`src/rtl/pe_ctrl.sv`:
```
// Dot-product sequencer for a single MAC processing element: streams B into PE RAM,
// then issues one A element at a time and accumulates the PE result.
module pe_ctrl #(
    parameter int L_RAM_SIZE = 6,
    parameter int MAC_LAT    = 4
) (
    input  logic                  aclk,
    input  logic                  areset,
    input  logic                  start,
    input  logic [L_RAM_SIZE:0]   len,
    input  logic [31:0]           s_data,
    input  logic                  s_valid,
    output logic                  s_ready,
    output logic [L_RAM_SIZE-1:0] pe_addr,
    output logic                  pe_we,
    output logic [31:0]           pe_din,
    output logic [31:0]           pe_ain,
    output logic [31:0]           pe_cin,
    output logic                  pe_valid,
    input  logic [31:0]           pe_dout,
    output logic [31:0]           result,
    output logic                  done,
    output logic                  busy,
    output logic [2:0]            dbg_state
);

    localparam logic [2:0] S_IDLE  = 3'd0;
    localparam logic [2:0] S_LOAD  = 3'd1;
    localparam logic [2:0] S_FETCH = 3'd2;
    localparam logic [2:0] S_ISSUE = 3'd3;
    localparam logic [2:0] S_WAIT  = 3'd4;
    localparam logic [2:0] S_ACC   = 3'd5;
    localparam logic [2:0] S_DONE  = 3'd6;

    localparam int WW = (MAC_LAT > 1) ? $clog2(MAC_LAT) : 1;
    localparam logic [WW-1:0] WAIT_LAST = WW'(MAC_LAT - 1);
    localparam logic [L_RAM_SIZE:0] MAX_N = {1'b1, {L_RAM_SIZE{1'b0}}};

    logic [2:0]            state;
    logic [31:0]           acc;
    logic [L_RAM_SIZE:0]   n;
    logic [L_RAM_SIZE:0]   k;
    logic [L_RAM_SIZE:0]   load_cnt;
    logic [WW-1:0]         wait_cnt;
    logic [L_RAM_SIZE:0]   k_inc;
    logic [L_RAM_SIZE:0]   load_inc;

    assign k_inc     = k + (L_RAM_SIZE + 1)'(1);
    assign load_inc  = load_cnt + (L_RAM_SIZE + 1)'(1);
    assign dbg_state = state;

    // s_valid/s_ready: a beat transfers on a rising edge where both are high.
    // s_ready is registered and only raised in LOAD and FETCH.
    always_ff @(posedge aclk) begin
        if (areset) begin
            state    <= S_IDLE;
            acc      <= '0;
            n        <= '0;
            k        <= '0;
            load_cnt <= '0;
            wait_cnt <= '0;
            result   <= '0;
            done     <= 1'b0;
            busy     <= 1'b0;
            s_ready  <= 1'b0;
            pe_we    <= 1'b0;
            pe_valid <= 1'b0;
            pe_addr  <= '0;
            pe_ain   <= '0;
            pe_cin   <= '0;
            pe_din   <= '0;
        end else begin
            done     <= 1'b0;
            pe_we    <= 1'b0;
            pe_valid <= 1'b0;
            case (state)
                S_IDLE: begin
                    if (start) begin
                        acc  <= '0;
                        k    <= '0;
                        busy <= 1'b1;
                        if (len == '0) begin
                            state <= S_DONE;
                        end else begin
                            n        <= (len > MAX_N) ? MAX_N : len;
                            load_cnt <= '0;
                            s_ready  <= 1'b1;
                            state    <= S_LOAD;
                        end
                    end
                end
                S_LOAD: begin
                    // After the last B beat, one drain cycle lets its write land before FETCH.
                    if (load_cnt == n) begin
                        s_ready <= 1'b1;
                        pe_addr <= k[L_RAM_SIZE-1:0];
                        state   <= S_FETCH;
                    end else if (s_valid && s_ready) begin
                        pe_we    <= 1'b1;
                        pe_addr  <= load_cnt[L_RAM_SIZE-1:0];
                        pe_din   <= s_data;
                        load_cnt <= load_inc;
                        if (load_inc == n) begin
                            s_ready <= 1'b0;
                        end
                    end
                end
                S_FETCH: begin
                    if (s_valid && s_ready) begin
                        pe_ain   <= s_data;
                        pe_cin   <= acc;
                        s_ready  <= 1'b0;
                        pe_valid <= 1'b1;
                        state    <= S_ISSUE;
                    end
                end
                S_ISSUE: begin
                    wait_cnt <= '0;
                    state    <= S_WAIT;
                end
                S_WAIT: begin
                    if (wait_cnt == WAIT_LAST) begin
                        state <= S_ACC;
                    end else begin
                        wait_cnt <= wait_cnt + WW'(1);
                    end
                end
                S_ACC: begin
                    acc <= pe_dout;
                    k   <= k_inc;
                    if (k_inc == n) begin
                        state <= S_DONE;
                    end else begin
                        s_ready <= 1'b1;
                        pe_addr <= k_inc[L_RAM_SIZE-1:0];
                        state   <= S_FETCH;
                    end
                end
                S_DONE: begin
                    result <= acc;
                    done   <= 1'b1;
                    busy   <= 1'b0;
                    state  <= S_IDLE;
                end
                default: state <= S_IDLE;
            endcase
        end
    end

endmodule
```
`config.mk`:
```
export PLATFORM = sky130hd
export DESIGN_NAME = pe_ctrl
export DESIGN_NICKNAME = d
export VERILOG_FILES = /design/src/rtl/pe_ctrl.sv
export SDC_FILE = /design/constraint.sdc
export NUM_CORES = 1
export LEC_CHECK = 0
export CORE_MARGIN = 10
export CORE_UTILIZATION = 42
export CTS_CLUSTER_DIAMETER = 50
export DETAILED_ROUTE_END_ITERATION = 6
export MAX_ROUTING_LAYER = met4
export PLACE_DENSITY = 0.8
export SLEW_MARGIN = 20
export SYNTH_ARGS = -nofsm -noshare
export SYNTH_HDL_FRONTEND = slang
export SYNTH_SLANG_ARGS = --single-unit
```
`constraint.sdc`:
```
create_clock -name aclk -period 3.7 [get_ports aclk]
set_clock_uncertainty 0.15 [all_clocks]
set_input_delay 1.11 -clock aclk [delete_from_list [all_inputs] [get_ports aclk]]
set_output_delay 1.11 -clock aclk [all_outputs]
set_load 0.005 [all_outputs]
```
* Yosys cells after proc, flatten, opt, wreduce, memory -nomap -nowiden
Index checks and enable logic that the tools add are counted.
** Word-level totals
- Output and inout port bits :: 142
- Input port bits :: 75
- Bits in registers :: 197
** Operators by class
- Reductions and logical operators :: 21
- $add $sub $neg :: 3
- Mux-type cells :: 35
- Equality and inequality tests :: 21
- Bitwise operators :: 4
- Order comparisons :: 1
** Operators by type and width (count)
- case mux 32 bit (2 select lines) :: 1
- 2-to-1 mux 7 bit :: 6
- 2-to-1 mux 32 bit :: 1
- case mux 7 bit (2 select lines) :: 2
- == test 7 bit :: 3
- 2-to-1 mux 3 bit :: 6
- 2-to-1 mux 6 bit :: 3
- inequality test 2 bit, second input constant :: 9
- case mux 3 bit (6 select lines) :: 1
- adder 7 x 1 -> 7 bit, second input constant :: 2
- case mux 6 bit (2 select lines) :: 1
- 2-to-1 mux 1 bit :: 10
- nonzero test 2 bit :: 5
- == test 3 bit, second input constant :: 3
- AND reduction 3 bit :: 3
- AND reduction 2 bit :: 4
- > comparator 7 bit, second input constant :: 1
- zero test 7 bit :: 1
- AND reduction 7 bit :: 1
- == test 3 x 2 -> 1 bit, second input constant :: 2
- inequality test 3 bit, second input constant :: 2
- AND reduction 5 bit :: 1
- NOT 1 bit :: 4
- case mux 1 bit (4 select lines) :: 1
- 12 further kinds :: 12

* Longest topological paths before layout
- Word-level depth :: 6
- Gate-level depth with buffers :: 9
- Mapped depth without buffers :: 7

* Least setup slack after synthesis
OpenSTA, ideal clock, no wires.
- Kind :: input -> register
- Start :: input len[3]
- End :: register s_ready
- Stages on the path :: 6
- Path slack :: 999 ps
- Arrival time :: 2458 ps
- Data required time :: 3458 ps
- Library setup time :: 92 ps
- Cells stage by stage :: or4_4 o41ai_4 nor3_1 o32a_1 o211a_1 o32ai_1
** Between the ends
- Longest elaborated chain between the ends :: 3
** RTL lines
- start, declared :: line 10 : input logic [L_RAM_SIZE:0] len,
- zero test 7 bit :: line 82 : if (len == '0) begin
- inequality test 2 bit (no line)
- AND reduction 7 bit (no line)
- end signal, assigned :: line 87 : s_ready <= 1'b1;
- end signal, assigned :: line 95 : s_ready <= 1'b1;
- end signal, assigned :: line 104 : s_ready <= 1'b0;
- end, declared :: line 13 : output logic s_ready,
No other way between the ends.
A chain may end at the register's enable or synchronous reset.

* Final worst setup path
- Start :: input len[6]
- End :: register load_cnt[6]
** Between the ends
- Longest elaborated chain between the ends :: 3
** RTL lines
- zero test 7 bit :: line 82
- inequality test 2 bit (no line)
- AND reduction 5 bit (no line)
- end signal, assigned :: line 102 : load_cnt <= load_inc;
- end, declared :: line 43 : logic [L_RAM_SIZE:0] load_cnt;
No other way between the ends.

==> impl_metrics.env <==
export IMPL_status="finished, final reports clean"
export IMPL_slew_viol_final=0
export IMPL_crit_start="len[6]"
export IMPL_start_kind="primary input"
export IMPL_cp_max_fo=8
export IMPL_grt_max_degree=71
export IMPL_fin_crit_ns=2.86
export IMPL_rsz0062_at_grt="no"
export IMPL_async_reset_ff_share_pct=0
export IMPL_dr_pass1_iters=5
export IMPL_place_gp_congestion=0.911
export IMPL_fill_cells=1638
export IMPL_die_w_um=155
export IMPL_worstMarginPinSlew_ns=0.753
export IMPL_cts_clk_slew_worst_paths_ns=0.07
export IMPL_worstPathRequired_ns=3.90
export IMPL_grt_pass1_vias=6878
export IMPL_cap_violations=0
export IMPL_drt_vias_per_instance=5.30
export IMPL_port_buffers=216
export IMPL_r2r_end="load_cnt[6]$_SDFFE_PP0P_"
export IMPL_reg2reg_from="n[2]$_SDFFE_PP0P_"
export IMPL_hpwl_um=16300
export IMPL_ir_worst_vdd_uv=320
export IMPL_setup_tns_ns=0
export IMPL_synth_cell_types=60
export IMPL_p_leak_nw=3.53
export IMPL_final_common_cell="nand2_1"
export IMPL_crit_path_end="load_cnt[6]$_SDFFE_PP0P_"
export IMPL_row_count=49
export IMPL_synth_top_cell_area_share_pct=51.2
export IMPL_yosysSeqAreaShare_pct=51.2
export IMPL_ys_ff_latch=197
export IMPL_worstPathArrival_ns=3.06
export IMPL_mostFrequentLayoutCells="nand2_1 (280), clkdlybuf4s50_1 (215), dfxtp_1 (197)"
export IMPL_endpoint_kind="flip-flop"
export IMPL_synth_edf_count=0
export IMPL_cts_htree_levels=4
export IMPL_cts_sink_count=197
export IMPL_wire_per_inst_um=17.2
export IMPL_synth_area_mm2=0.00771
export IMPL_cts_setup_buffers=0
export IMPL_clockRootBuffer="clkbuf_16"
export IMPL_drive_gt1_share_pct=5.53
export IMPL_ant_nets=0
export IMPL_worst_r2r_cell_count=7
export IMPL_core_mm2=0.0180
export IMPL_synth_top_flop_cell="dfxtp_1"
export IMPL_io_pins=217
export IMPL_cts_resized=0
export IMPL_drcViolationCount=0
export IMPL_p_per_area_mw_per_mm2=427
export IMPL_cp_slowest_cell="clkdlybuf4s50_1"
export IMPL_crit_chain="clkdlybuf4s50_1 > or4_4 > o41ai_4 > nor2_1 > o211ai_2 > o21ai_1 > a21oi_1"
export IMPL_start_util_pct=42.8
export IMPL_critPathKind="primary input to flip-flop"
export IMPL_clk_latency_ns=0.42
export IMPL_synth_top_cell_by_area="dfxtp_1"
export IMPL_setup_viol=0
export IMPL_routed_wl_um=23500
export IMPL_die_area_mm2=0.0242
export IMPL_cts_tree="done"
export IMPL_finalNetCount=1204
export IMPL_yosysWarningCount=0
export IMPL_power_mw=4.53
export IMPL_min_period_over_period_pct=77.4
export IMPL_grt_pass1_wl_um=36800
export IMPL_clock_path_buffers=2
export IMPL_cp_slowest_stage_delay_ns=0.50
export IMPL_synth_area_leaders="dfxtp_1 (51%), nand2_1 (14%), a21oi_1 (10%), a22oi_1 (3.4%), nor2_1 (3.1%)"
export IMPL_cts_made_buffers=17
export IMPL_r2r_setup_slack_ns=0.91
export IMPL_antenna_found_initial=1
export IMPL_hold_violations=0
export IMPL_syn_to_final_growth_pct=37.4
export IMPL_relSlewSlack_pct=49.8
export IMPL_hp_class="flip-flop to flip-flop"
export IMPL_grt_overflow_total=0
export IMPL_num_vias=7256
export IMPL_drtIter0Drc=631
export IMPL_fmax_mhz=349
export IMPL_synthesis_instances=951
export IMPL_grt_usage_pct=19.0
export IMPL_synth_nets=1029
export IMPL_hold_buffers=0
export IMPL_avgSynthCellArea_um2=8.11
export IMPL_die_y_um=155
[final cells by class]
| type | count | area, µm² | share of cell area, % |
|---|---|---|---|
| inverters | 6 | 22.5 | 0.213 |
| repair buffers | 229 | 2300 | 21.7 |
| clock buffers | 20 | 447 | 4.22 |
| multi-input cells | 675 | 3440 | 32.4 |
| clock inverters | 12 | 156 | 1.48 |
| flip-flops and latches | 197 | 3940 | 37.2 |
| diodes | 1 | 2.50 | 0.0236 |
| well taps | 229 | 287 | 2.70 |
[routing by layer]
metal	part of all wire, %	track usage (%)
met5	0	-
met4	1.9	6.15
met3	8.8	6.09
met2	46	29.2
met1	43	23.3
[critical path: cells and delay by family]
| family | cells | cell delay, ns |
|---|---|---|
| buffers and inverters | 1 | 0.50 |
| AOI/OAI and AO/OA | 4 | 0.89 |
| and+or+nand+nor | 2 | 0.56 |
[synth_stat cells, drive strengths merged (3+ instances only)]
library cell	count
nor2	65
o31ai	4
nand3	12
o21a	3
nand2b	3
nand2	280
or4	3
xnor2	14
o21ai	16
nor2b	4
xor2	6
a22oi	35
clkbuf	36
nor3	10
a221oi	3
a211oi	3
dfxtp	197
inv	5
a311oi	4
a21oi	159
nand3b	9
and3	5
o211ai	5
buf	37
or3	3
ha	3
[flip-flops by register name, indices dropped and copies added (netlist names)]
name / count
n: 7
s_ready: 1
pe_ain: 32
pe_din: 32
pe_cin: 32
wait_cnt: 2
dbg_state: 3
done: 1
acc: 32
busy: 1
load_cnt: 7
pe_we: 1
result: 32
pe_valid: 1
pe_addr: 6
k: 7
[logic make-up (layout without fill, tap and decap cells)]
family	Yosys count	after routing	share of synthesized area [%]
muxes	2	2	0.276
adders and majority gates	3	3	0.487
DFF	197	197	51.2
other	0	1	0
xor gates and xnor gates	20	20	2.56
buffers and inverters	79	267	4.56
and+or+nand+nor	405	405	22.0
AOI/OAI and AO/OA	245	245	19.0
[per-stage QoR]
stage | instance area, µm² | setup WS [ns] | std cells | utilization (%) | hold slack [ns]
final | 10600 | 0.838 | 1369 | 58.8 | 0.302
after global routing | 10600 | 0.687 | 1369 | 58.8 | 0.321
after CTS | 10600 | 0.842 | 1368 | 58.8 | 0.305
after detailed placement | 9990 | 0.426 | 1336 | 55.4 | 0.296
after global placement | 9990 | 0.439 | 1336 | 55.4 | 0.291
after floorplan | 7710 | 0.999 | 951 | - | 0.295
[how the worst min path moves through the flow]
stage	start	end	depth (start not counted)
finish	result[26]$_SDFFE_PP0P_	result[26]$_SDFFE_PP0P_	2
global route	result[14]$_SDFFE_PP0P_	result[14]$_SDFFE_PP0P_	2
CTS	pe_cin[26]$_SDFFE_PP0P_	pe_cin[26]$_SDFFE_PP0P_	2
detailed placement	pe_cin[26]$_SDFFE_PP0P_	pe_cin[26]$_SDFFE_PP0P_	2
global placement	pe_ain[31]$_SDFFE_PP0P_	pe_ain[31]$_SDFFE_PP0P_	2
floorplan	acc[0]$_SDFFE_PP0P_	pe_cin[0]$_SDFFE_PP0P_	2
[power by group]
part	switching, mW	internal [mW]	total [mW]
registers	0.0331	2.15	2.18
logic	0.248	0.205	0.452
clock network	0.846	1.04	1.89
No activity file was read; power rests on OpenSTA's default activity.
==> RTL change (config.mk and constraints unchanged) <==
Change the parameter `L_RAM_SIZE` from 6 to 12.
--- a/src/rtl/pe_ctrl.sv
+++ b/src/rtl/pe_ctrl.sv
@@ -2,5 +2,5 @@
 // then issues one A element at a time and accumulates the PE result.
 module pe_ctrl #(
-    parameter int L_RAM_SIZE = 6,
+    parameter int L_RAM_SIZE = 12,
     parameter int MAC_LAT    = 4
 ) (
Interface: changed (resized len and pe_addr); port bits go from 217 to 229. No check against the original RTL was run, so the function may have changed too.
==> RTL change against the unedited design <==
- sequential cell count is 24 higher
- worst setup slack worse by 0.39 ns
- synthesized area is 21% higher
- routed wire length is 28% higher
- non-clock buffer count is 17 higher
- cell area is 19% higher
- via count is 25% higher
- critical endpoint is now pe_addr[8]$_SDFFE_PP0P_
Power is not compared: it rests on default switching activity, and its combinational part moved more than twofold at a synthesized area within 25%.
==> RTL change: results (changes against the unedited design) <==
| Metric | Value |
|---|---|
| Number of global-route vias before repair | `8,835 (+28%)` |
| HPWL after detailed placement | `20,600 µm (+26%)` |
| HP Start | `pe_ain[22]$_SDFFE_PP0P_` |
| IO buf count | `228 (+5.6%)` |
| Fmax | `308 MHz (-12%)` |
| Worst R2R Setup Slack | `0.45 ns (-0.46 ns)` |
| RR Startpoint | `k[1]$_SDFFE_PP0P_` |
| Net Count, Synth | `1,254 (+22%)` |
| Nets@finish | `1,431 (+19%)` |
| Met1 Use GR | `25.9% (+2.6 points)` |
| # fillers | `1,949 (+19%)` |
| Post-placement setup slack | `0.0661 ns (-0.360 ns)` |
| Post-synth cell types | `69 (+15%)` |
| CTS Buf Count | `27 (+10)` |
| Largest net degree at the start of global routing | `99 (+39%)` |
| Synth Area in Adders | `0.401% (-0.086 points)` |
| Mux cell area share after synthesis | `0.535% (+0.26 points)` |
| Wirelength per Cell | `18.3 µm (+6.5%)` |
| WL final | `30,100 µm (+28%)` |
| Max_slew headroom | `40.6% (-9.2 points)` |
| Worst R2R End | `pe_addr[8]$_SDFFE_PP0P_` |
| Min-Delay Endpoint | `pe_ain[22]$_SDFFE_PP0P_` |
| Layout cell share with drive strength beyond 1 | `6.08% (+0.55 points)` |
| Clock transition at path regs | `0.05 ns (-0.02 ns)` |
| CTS max path bufs | `3 (+1)` |
| Outcome | `complete, no violations` |
| First-pass GRT wire length | `47,700 µm (+30%)` |
| 1st-iter DRT viols | `815 (+29%)` |
| Gr usage total | `20.5% (+1.5 points)` |
| Crit path max fanout | `21 (+13)` |
| Compound-Gate Fraction of Synth Area | `19.1% (+0.10 points)` |
| Post-Syn Instances | `1,170 (+23%)` |
## RTL change: cell count changes after synthesis, sizes merged, moves of 8 or more
cell,unedited run,this run
xor2,6,18
nand3,12,20
o31ai,4,12
buf,37,26
nand2,280,306
dfxtp,197,221
xnor2,14,23
a21oi,159,173
nor3,10,19
nor4,2,10
nor2,65,82
clkbuf,36,72
## RTL change: routing by layer
layer / wire [µm] / up-vias / share of wire [%]
met5: 0 / - / 0
met4: 896 / 0 / 3.0
met3: 2990 / 60 / 9.9
met2: 13400 / 380 / 45
met1: 12800 / 4274 / 43
li1: - / 4372 / -
## RTL change: worst max path at each step
| stage | start | depth (start not counted) | end |
|---|---|---|---|
| final | k[1]$_SDFFE_PP0P_ | 8 | pe_addr[8]$_SDFFE_PP0P_ |
| after global routing | k[1]$_SDFFE_PP0P_ | 8 | pe_addr[8]$_SDFFE_PP0P_ |
| after CTS | k[1]$_SDFFE_PP0P_ | 8 | pe_addr[5]$_SDFFE_PP0P_ |
| after detailed placement | len[8] | 8 | load_cnt[9]$_SDFFE_PP0P_ |
| after global placement | len[7] | 8 | load_cnt[11]$_SDFFE_PP0P_ |
| after floorplan | s_valid | 7 | pe_ain[0]$_SDFFE_PP0P_ |
## RTL change: final cells by class
class	instances	area, µm²	share of cell area [%]
multi-input cells	842	4490	35.5
flip-flops and latches	221	4420	35.0
repair buffers	246	2470	19.5
clock buffers	37	763	6.03
well taps	280	350	2.77
clock inverters	10	116	0.920
inverters	9	33.8	0.267
diodes	1	2.50	0.0198
## RTL change: power by group
part,switching [mW],internal (mW)
clock,1.01,1.58
combinational,0.560,0.375
sequential,0.0834,2.45
total,1.66,4.41
